**src/rtl/auction_bid_collector_pkg.sv**
```systemverilog
// Shared widths, bid/bidder types and collector state encoding for the
// auction bid collector and the argmax10 winner selector it feeds.
package auction_pkg;

    localparam int NUM_BIDDERS = 10;
    localparam int BID_W       = 17;
    localparam int ID_W        = 4;

    typedef logic [BID_W-1:0] bid_t;
    typedef logic [ID_W-1:0]  bidder_id_t;

    typedef enum logic [1:0] {
        COLLECT = 2'd0,
        EVAL    = 2'd1,
        AWARD   = 2'd2
    } collector_state_t;

endpackage

```
**src/rtl/auction_bid_collector_if.sv**
```systemverilog
// Bid intake and award handshakes between bidders/award consumer and the
// collector. The collector uses the slave modport, the environment the master.
interface auction_bid_collector_if
    import auction_pkg::*;
();

    logic       bid_valid;
    logic       bid_ready;
    bidder_id_t bid_id;
    bid_t       bid_value;

    logic       award_valid;
    logic       award_ready;
    bidder_id_t award_id;
    bid_t       award_value;

    modport master (
        output bid_valid, bid_id, bid_value, award_ready,
        input  bid_ready, award_valid, award_id, award_value
    );

    modport slave (
        input  bid_valid, bid_id, bid_value, award_ready,
        output bid_ready, award_valid, award_id, award_value
    );

endinterface

```
**src/rtl/auction_bid_collector.sv**
```systemverilog
// Bidder-side front end for argmax10: collects one bid per bidder into a
// registered vector, holds it while argmax10 evaluates, then issues one award.
//
// state   | meaning
// --------+-------------------------------------------------------------
// COLLECT | accepting bids; timer runs once the first bid is stored
// EVAL    | bid vector frozen and presented to argmax10
// AWARD   | winner registered, waiting for award_ready
module auction_bid_collector
    import auction_pkg::*;
#(
    parameter int TIMEOUT_CYC = 64,
    parameter int EVAL_CYC    = 1
) (
    input  logic                         clk,
    input  logic                         rst,
    auction_bid_collector_if.slave       bus,
    output bid_t [NUM_BIDDERS-1:0]       bids,
    output logic                         bids_valid,
    input  bidder_id_t                   winner,
    output logic [7:0]                   round_count
);

    localparam int TW = $clog2(TIMEOUT_CYC + 1);
    localparam int EW = (EVAL_CYC > 1) ? $clog2(EVAL_CYC) : 1;

    collector_state_t       state, state_nxt;
    bid_t [NUM_BIDDERS-1:0] bids_r;
    logic [NUM_BIDDERS-1:0] mask, mask_nxt, slot_hit;
    logic [TW-1:0]          timer;
    logic [EW-1:0]          eval_cnt;
    logic                   bid_ready_r, bids_valid_r, award_valid_r;
    bidder_id_t             award_id_r;
    bid_t                   award_value_r;
    logic [7:0]             round_cnt_r;
    logic                   accept, store, timeout;
    bid_t                   win_value;

    assign accept  = bus.bid_valid && bid_ready_r;
    assign timeout = (timer == TW'(TIMEOUT_CYC));

    // Decode the offered id into a one-hot slot select; out-of-range ids hit nothing.
    always_comb begin
        slot_hit = '0;
        for (int i = 0; i < NUM_BIDDERS; i++) begin
            if (bus.bid_id == ID_W'(i)) slot_hit[i] = 1'b1;
        end
    end

    // Only the first bid from each in-range bidder is stored.
    always_comb begin
        store    = accept && |(slot_hit & ~mask);
        mask_nxt = store ? (mask | slot_hit) : mask;
    end

    // Winner lookup; an index past the last slot yields a zero award value.
    always_comb begin
        win_value = '0;
        for (int i = 0; i < NUM_BIDDERS; i++) begin
            if (winner == ID_W'(i)) win_value = bids_r[i];
        end
    end

    // Next-state selection; a full mask leaves COLLECT on the same edge as the last bid.
    always_comb begin
        state_nxt = state;
        case (state)
            COLLECT: if (&mask_nxt || timeout) state_nxt = EVAL;
            EVAL:    if (eval_cnt == '0)       state_nxt = AWARD;
            AWARD:   if (bus.award_ready)      state_nxt = COLLECT;
            default:                           state_nxt = COLLECT;
        endcase
    end

    // State, handshake flags, bid vector, mask, timer, eval counter and award registers.
    always_ff @(posedge clk) begin
        if (rst) begin
            state         <= COLLECT;
            bid_ready_r   <= 1'b0;
            bids_valid_r  <= 1'b0;
            award_valid_r <= 1'b0;
            bids_r        <= '0;
            mask          <= '0;
            timer         <= '0;
            eval_cnt      <= '0;
            award_id_r    <= '0;
            award_value_r <= '0;
            round_cnt_r   <= '0;
        end else begin
            state         <= state_nxt;
            bid_ready_r   <= (state_nxt == COLLECT);
            bids_valid_r  <= (state_nxt == EVAL);
            award_valid_r <= (state_nxt == AWARD);
            case (state)
                COLLECT: begin
                    for (int i = 0; i < NUM_BIDDERS; i++) begin
                        if (store && slot_hit[i]) bids_r[i] <= bus.bid_value;
                    end
                    mask <= mask_nxt;
                    if (state_nxt == COLLECT) begin
                        if (timer != '0)  timer <= timer + 1'b1;
                        else if (store)   timer <= TW'(1);
                    end else begin
                        eval_cnt <= EW'(EVAL_CYC - 1);
                    end
                end
                EVAL: begin
                    if (eval_cnt == '0) begin
                        award_id_r    <= winner;
                        award_value_r <= win_value;
                    end else begin
                        eval_cnt <= eval_cnt - 1'b1;
                    end
                end
                AWARD: begin
                    if (bus.award_ready) begin
                        bids_r      <= '0;
                        mask        <= '0;
                        timer       <= '0;
                        round_cnt_r <= round_cnt_r + 8'd1;
                    end
                end
                default: ;
            endcase
        end
    end

    assign bus.bid_ready   = bid_ready_r;
    assign bus.award_valid = award_valid_r;
    assign bus.award_id    = award_id_r;
    assign bus.award_value = award_value_r;
    assign bids            = bids_r;
    assign bids_valid      = bids_valid_r;
    assign round_count     = round_cnt_r;

endmodule

```
**src/flat_wrapper.sv**
```systemverilog
// flat-port wrapper written by rule: the top's interface ports become plain ports
module auction_bid_collector_flat import auction_pkg::*;
#(
    parameter int TIMEOUT_CYC = 64,
    parameter int EVAL_CYC    = 1
)
  (clk, rst, bids, bids_valid, winner, round_count, bus_bid_valid, bus_bid_id, bus_bid_value, bus_award_ready, bus_bid_ready, bus_award_valid, bus_award_id, bus_award_value);
  auction_bid_collector_if bus_i ();
  input  logic clk;
  input  logic rst;
  output bid_t [NUM_BIDDERS-1:0] bids;
  output logic bids_valid;
  input  bidder_id_t winner;
  output logic [7:0] round_count;
  input wire logic [$bits(bus_i.bid_valid)-1:0] bus_bid_valid;
  input wire logic [$bits(bus_i.bid_id)-1:0] bus_bid_id;
  input wire logic [$bits(bus_i.bid_value)-1:0] bus_bid_value;
  input wire logic [$bits(bus_i.award_ready)-1:0] bus_award_ready;
  output wire logic [$bits(bus_i.bid_ready)-1:0] bus_bid_ready;
  output wire logic [$bits(bus_i.award_valid)-1:0] bus_award_valid;
  output wire logic [$bits(bus_i.award_id)-1:0] bus_award_id;
  output wire logic [$bits(bus_i.award_value)-1:0] bus_award_value;
  assign bus_i.bid_valid = bus_bid_valid;
  assign bus_i.bid_id = bus_bid_id;
  assign bus_i.bid_value = bus_bid_value;
  assign bus_i.award_ready = bus_award_ready;
  assign bus_bid_ready = bus_i.bid_ready;
  assign bus_award_valid = bus_i.award_valid;
  assign bus_award_id = bus_i.award_id;
  assign bus_award_value = bus_i.award_value;
  auction_bid_collector #(.TIMEOUT_CYC(TIMEOUT_CYC), .EVAL_CYC(EVAL_CYC)) u_core (.clk(clk), .rst(rst), .bus(bus_i), .bids(bids), .bids_valid(bids_valid), .winner(winner), .round_count(round_count));
endmodule
```
**config.mk**
```make
export PLATFORM = sky130hd
export DESIGN_NAME = auction_bid_collector_flat
export DESIGN_NICKNAME = d
export VERILOG_FILES = /design/src/rtl/auction_bid_collector_pkg.sv /design/src/rtl/auction_bid_collector_if.sv /design/src/rtl/auction_bid_collector.sv /design/src/flat_wrapper.sv
export SDC_FILE = /design/constraint.sdc
export NUM_CORES = 1
export LEC_CHECK = 0
export ABC_AREA = 1
export BUFFER_PORTS_ARGS = -buffer_cell sky130_fd_sc_hd__buf_2
export CAP_MARGIN = 25
export CORE_MARGIN = 5
export CORE_UTILIZATION = 40
export CTS_CLUSTER_SIZE = 8
export DETAILED_ROUTE_END_ITERATION = 8
export SYNTH_ARGS = -nofsm -noshare
export SYNTH_HDL_FRONTEND = slang
export SYNTH_SLANG_ARGS = --single-unit
```
**constraint.sdc**
```tcl
create_clock -name clk -period 1.65 [get_ports clk]
set_input_delay 0.0825 -clock clk [delete_from_list [all_inputs] [get_ports clk]]
set_output_delay 0.0825 -clock clk [all_outputs]
set_load 0.03 [all_outputs]
```
# After elaboration in Yosys (flattened, before gate mapping)
# Cells that the tools add are included.
# W data, S select, Z words.
[op_classes]
n_reduce_logical = 37
muxes = 47
n_bitwise = 4
n_eq_ne = 37
n_addsub = 3
[op_table]
columns = ["op", "n"]
rows = [
  ["$mux W17", 20],
  ["$pmux W170 S2", 1],
  ["$mux W170", 1],
  ["$eq A4 B3 Y1 const B", 8],
  ["$reduce_and A3 Y1", 10],
  ["$mux W7", 4],
  ["$ne A2 B1 Y1 const B", 11],
  ["$mux W10", 2],
  ["$pmux W10 S2", 1],
  ["$eq A4 B2 Y1 const B", 4],
  ["$eq A4 B4 Y1 const B", 4],
  ["$pmux W7 S2", 1],
  ["$logic_and A1 B1 Y1", 12],
  ["$mux W1", 12],
  ["$and A10 B10 Y10", 1],
  ["$not A10 Y10", 1],
  ["$or A10 B10 Y10", 1],
  ["$reduce_and A10 Y1", 1],
  ["$reduce_or A10 Y1", 1],
  ["$add A8 B1 Y8 const B", 1],
  ["$eq A4 B1 Y1 const B", 2],
  ["$logic_not A4 Y1", 2],
  ["$reduce_and A2 Y1", 4],
  ["$add A7 B1 Y7 const B", 1],
  ["other kinds (15)", 22],
]
[totals]
input_bits = 29
regBits = 222

# Depth between registers and ports, before layout
[logic_depth]
word_depth = 13
depth_mapped = 17

# Least setup slack after synthesis
# OpenSTA, ideal clock, no wires.
[synth_path]
path_kind = "reg2reg"
startpoint = "register u_core.state[1]"
endpoint = "register u_core.bids_r, in the netlist u_core.bids[127]"
setup_slack_ns = -0.031
arrival_time_ns = 1.610
t_required_ns = 1.580
path_stages_with_launch = 11
path_buffers = 2
setup_time_ns = 0.070
path_cell_list = "dfxtp_1 inv_2 nor2_1 inv_1 nor2_1 nor2_1 inv_2 buf_2 buf_2 nand3_1 a21oi_1"
[synth_via]
elab_chain_cells = 3
[synth_rtl]
columns = ["item", "line_no", "rtl"]
rows = [
  ["from (decl)", "auction_bid_collector.sv:27", "collector_state_t state, state_nxt;"],
  ["from (signal assigned)", "auction_bid_collector.sv:90", "state <= state_nxt;"],
  ["$eq A2 B2 Y1 or $logic_not A2 Y1 (tied branches)", "auction_bid_collector.sv:94", "case (state)"],
  ["$ne A2 B2 Y1 (no line), or another cell as far along", "-", ""],
  ["$reduce_and A3 Y1 (no line)", "-", ""],
  ["to (signal, indexed assignment)", "auction_bid_collector.sv:97", "if (store && slot_hit[i]) bids_r[i] <= bus.bid_value;"],
  ["to (decl)", "auction_bid_collector.sv:28", "bid_t [NUM_BIDDERS-1:0] bids_r;"],
]
# Several ways; a longest one is shown, not always the timed one.
# A chain may end at the register's enable or synchronous reset.

# Final worst setup path
[layout_path]
startpoint = "register u_core.mask[4]"
endpoint = "register u_core.timer[2]"
[layout_via]
elab_chain_cells = 12
[layout_rtl]
columns = ["item", "line_no", "rtl"]
rows = [
  ["from (decl)", "auction_bid_collector.sv:29", "logic [NUM_BIDDERS-1:0] mask, mask_nxt, slot_hit;"],
  ["from (signal assigned)", "auction_bid_collector.sv:99", "mask <= mask_nxt;"],
  ["$not A10 Y10", "auction_bid_collector.sv:52", "store = accept && |(slot_hit & ~mask);"],
  ["$and A10 B10 Y10", "auction_bid_collector.sv:52", ""],
  ["$reduce_or A10 Y1", "auction_bid_collector.sv:52", ""],
  ["$logic_and A1 B1 Y1", "auction_bid_collector.sv:52", ""],
  ["$mux W10", "auction_bid_collector.sv:53", "mask_nxt = store ? (mask | slot_hit) : mask;"],
  ["$reduce_and A10 Y1", "auction_bid_collector.sv:68", "COLLECT: if (&mask_nxt || timeout) state_nxt = EVAL;"],
  ["$logic_or A1 B1 Y1", "auction_bid_collector.sv:68", ""],
  ["$mux W2", "auction_bid_collector.sv:68", ""],
  ["$pmux W2 S3", "auction_bid_collector.sv:67", "case (state)"],
  ["$logic_not A2 Y1", "auction_bid_collector.sv:100", "if (state_nxt == COLLECT) begin"],
  ["$ne A2 B1 Y1 (no line)", "-", ""],
  ["$reduce_and A4 Y1 (no line) *", "-", ""],
  ["to (signal assigned)", "auction_bid_collector.sv:101", "if (timer != '0) timer <= timer + 1'b1;"],
  ["to (decl)", "auction_bid_collector.sv:30", "logic [TW-1:0] timer;"],
]
# Every way passes the cells marked *; elsewhere a longest branch is shown, timed or not.

==> impl_results.md <==
- Status: finished with violations
- Failing checks: setup timing
- Final Hold Fails: 0
- # DRC: 0
- I/O Pins: 231
- WL final: around 42000 um
- Worst-path maximum fanout: 7
- CTS tree: built
- Yosys warnings: 0
- Placer Congestion: roughly 0.91
- Worst Tran Pin Value: roughly 760 ps
- CTS clock-pin slew for the worst setup and hold paths: ~50 ps
- Setup-failing EPs final: between 150 and 200
- Slew headroom: 0.490
- Most common cell after layout, fill and taps aside: buf_2
- Post-synth top area share: 0.453
- Gate Count Post-Synth: 1364
- Via count: ~11000
- DP Worst Slack: -483 ps
- Placed inst area: around 12000 um2
- Pre-Repair DR Iteration Count: 6
- Final nets: about 1800
- Diode count: 0
- Clk buf depth: 3
- Antenna violations before repair: 1
- Syn_area_per_cell: approximately 7.2 um2
- Dpl hpwl: between 20000 and 30000 um
- Flop pwr share: 0.379
- DRT iter0 DRCs: between 1000 and 1500
- Via density: roughly 5.5
- Remaining antenna violation count: 0
- CTS Buf Count: 31
- Fin Clk Skew: between 20 and 25 ps
- Die width: around 170 um
- Vias in the first global route: 10800
- Sequential cell area fraction in the yosys report: 0.453
- First-pass GRT wire length: between 60000 and 70000 um
- DIE AREA: around 28000 um2
- Clk_lat worst skew: roughly 550 ps
- Max Freq: 514 MHz
- Number of clock sinks: about 220
- RSZ-0062 raised after global routing: true
- Final setup margin: -295 ps
- Top post-synthesis cells by area: dfxtp_1 45%, nand2_1 10%, a21oi_1 10%, inv_1 5.5%, nand3_1 5.4%
- Cells along the critical path: inv_2 > nand3_2 > nand2_1 > nor2_2 > nand3_4 > buf_6 > nand3_4 > nand2_2 > nand2_1 > nor2_2 > nand3_2 > nand2_2 > nand2_4 > buf_6 > nand4_1 > nand2_1 > nor2_2
- Crit path arrival time: between 2000 and 2500 ps
- Largest net degree at the start of global routing: between 100 and 150
- Post-Place Cells: roughly 2000
- Core area: around 24000 um2
- Clk root buf: clkbuf_16
- Synth cell types: 40
- PortBufs: 230
- Flops & latches, synth: between 200 and 250
- H-tree depth: 1
- Period minus WS final: slightly below 2000 ps
- Area grow syn2layout: 57.0%
- CP Capture Type: flop
- Final period utilization: 1.18
- Footprint of the multi-input gates: approximately 5500 um2
- Switching share of power: 0.330
- Netlist Area Pre-Place: about 9800 um2
- Max VDD drop: roughly 0.00073 V
- GRT Residual Overflow: 0
- Startpoint Class: flop
- Syn Nets: 1396
- P_leak: between 6 and 7 nW
- Crit path required time: around 2100 ps
- Slowest CP cell: dfxtp_2
- Filler-free cell count of the finished design: approximately 2100
- Pwr dens: between 1000 and 1500 nW/um2
- Finished Cell Area: 15300 um2
- Sequential cell area: 4440 um2
- Final Slew Violations: 0
- Cell accounting for the most synthesized area: dfxtp_1
- Most frequent cells in the layout: 229 x buf_2, 214 x nand2_1, 205 x dfxtp_1, 150 x a21oi_1, 123 x inv_1
- Crit Path Class: flop to flop
- P_sw: 5.26 mW
- Max_cap viols: 0
- Share of cells above drive strength 1: 0.412
- Rows: 57
- Max stage delay on crit path: ~320 ps
- Setup TNS: -20830 ps
- Pint: 10.7 mW
- Combinational Power Share: 0.273
- GRT Total Usage: 0.281
- DR WL/cell: 20.4 um
- Class of the worst hold path: primary input to flop
- Final Core Density: 0.635
- Clock power share: 0.349
- Number of fill cells: ~2100
- Starting density of the core: 0.404
- Die Ht: ~170 um
cells in the mapped netlist (all sizes together):
cell type  number
ha              3
clkinv          2
inv           148
nand3         109
nor4            2
a2111oi         2
buf            30
dfxtp         221
nor3b          11
a221oi         13
nor2          103
o21ai         116
nand2         285
or2             1
nor3           23
o2111ai         5
xor2            1
nand4          25
o21a            1
nand3b          2
o211ai          4
a21oi         209
clkbuf         47
o21bai          1
repair_timing:
action,in CTS,in global routing
hold buffers,20,0
hold endpoints to repair,38,0
cloned,16,7
gates resized for setup,153,239
buffers inserted,18,18
endpoints found under the setup margin,196,199
pin swaps,33,86
state kept, by name, summed over array words and instances (netlist names):
register and flops:
u_core.state 2, u_core.bus.award_id 4, u_core.bus.award_value 17, u_core.bus.award_valid 1
u_core.bus.bid_ready 1, u_core.mask 10, u_core.timer 7, u_core.bids_valid 1
u_core.bids 170, u_core.round_count 8
per-stage QoR:
| step | power (mW) | hold slack (ps) |
|---|---|---|
| floorplan | 8.04 | 230 |
| global placement | 9.38 | 359 |
| detailed placement | 9.40 | 364 |
| CTS | 15.5 | 56.3 |
| global route | 16.5 | 115 |
| finish | 15.9 | 80.0 |
cell type report:
cell class	count	share of cell area
well taps	324	0.0264
multi-input cells	917	0.361
flip-flops and latches	221	0.290
repair inverters	1	0.000489
repair buffers	433	0.232
clock buffers	33	0.0517
clock inverters	1	0.000571
inverters	150	0.0384
power groups by stage:
| stage | registers, mW | logic [mW] | clock network, mW |
|---|---|---|---|
| 2_1_floorplan | 6.56 | 1.48 | 0 |
| 3_3_place_gp | 6.09 | 3.29 | 0 |
| 3_5_place_dp | 6.09 | 3.31 | 0 |
| 4_1_cts | 5.99 | 3.91 | 5.60 |
| 5_1_grt | 6.05 | 4.61 | 5.83 |
| 6_report | 6.03 | 4.34 | 5.55 |
final timing paths:
check	slack (ps)	cells past startpoint	end	startpoint
worst min register to register	460	2	u_core.round_count[7]	u_core.round_count[7]
worst max register to register	-290	17	u_core.timer[2]	u_core.mask[4]
worst max-delay path	-290	17	u_core.timer[2]	u_core.mask[4]
worst min-delay path	80	5	u_core.timer[4]	rst
worst max-delay path: cells and delay by family (launching register included):
kind | cells | cell delay [ps]
flip-flops | 1 | 320
AND/OR/NAND/NOR | 14 | 1220
buffers and inverters | 3 | 380
logic make-up (layout without fill, tap and decap cells):
family | after synthesis | count (layout) | share of synthesized area
adders and majority gates | 3 | 3 | 0.00384
and+or+nand+nor | 561 | 562 | 0.257
AOI/OAI and AO/OA | 351 | 351 | 0.193
buffers and inverters | 227 | 618 | 0.0925
DFF | 221 | 221 | 0.453
xor gates and xnor gates | 1 | 1 | 0.000897
metal layers:
layer,global-route usage,vias to the layer above,wire length [um]
li1,-,5329,-
met1,0.363,5432,17000
met2,0.470,590,19800
met3,0.0664,109,4160
met4,0.0829,2,1400
met5,0,-,7
Note: power is estimated with default switching activity, not from simulation.
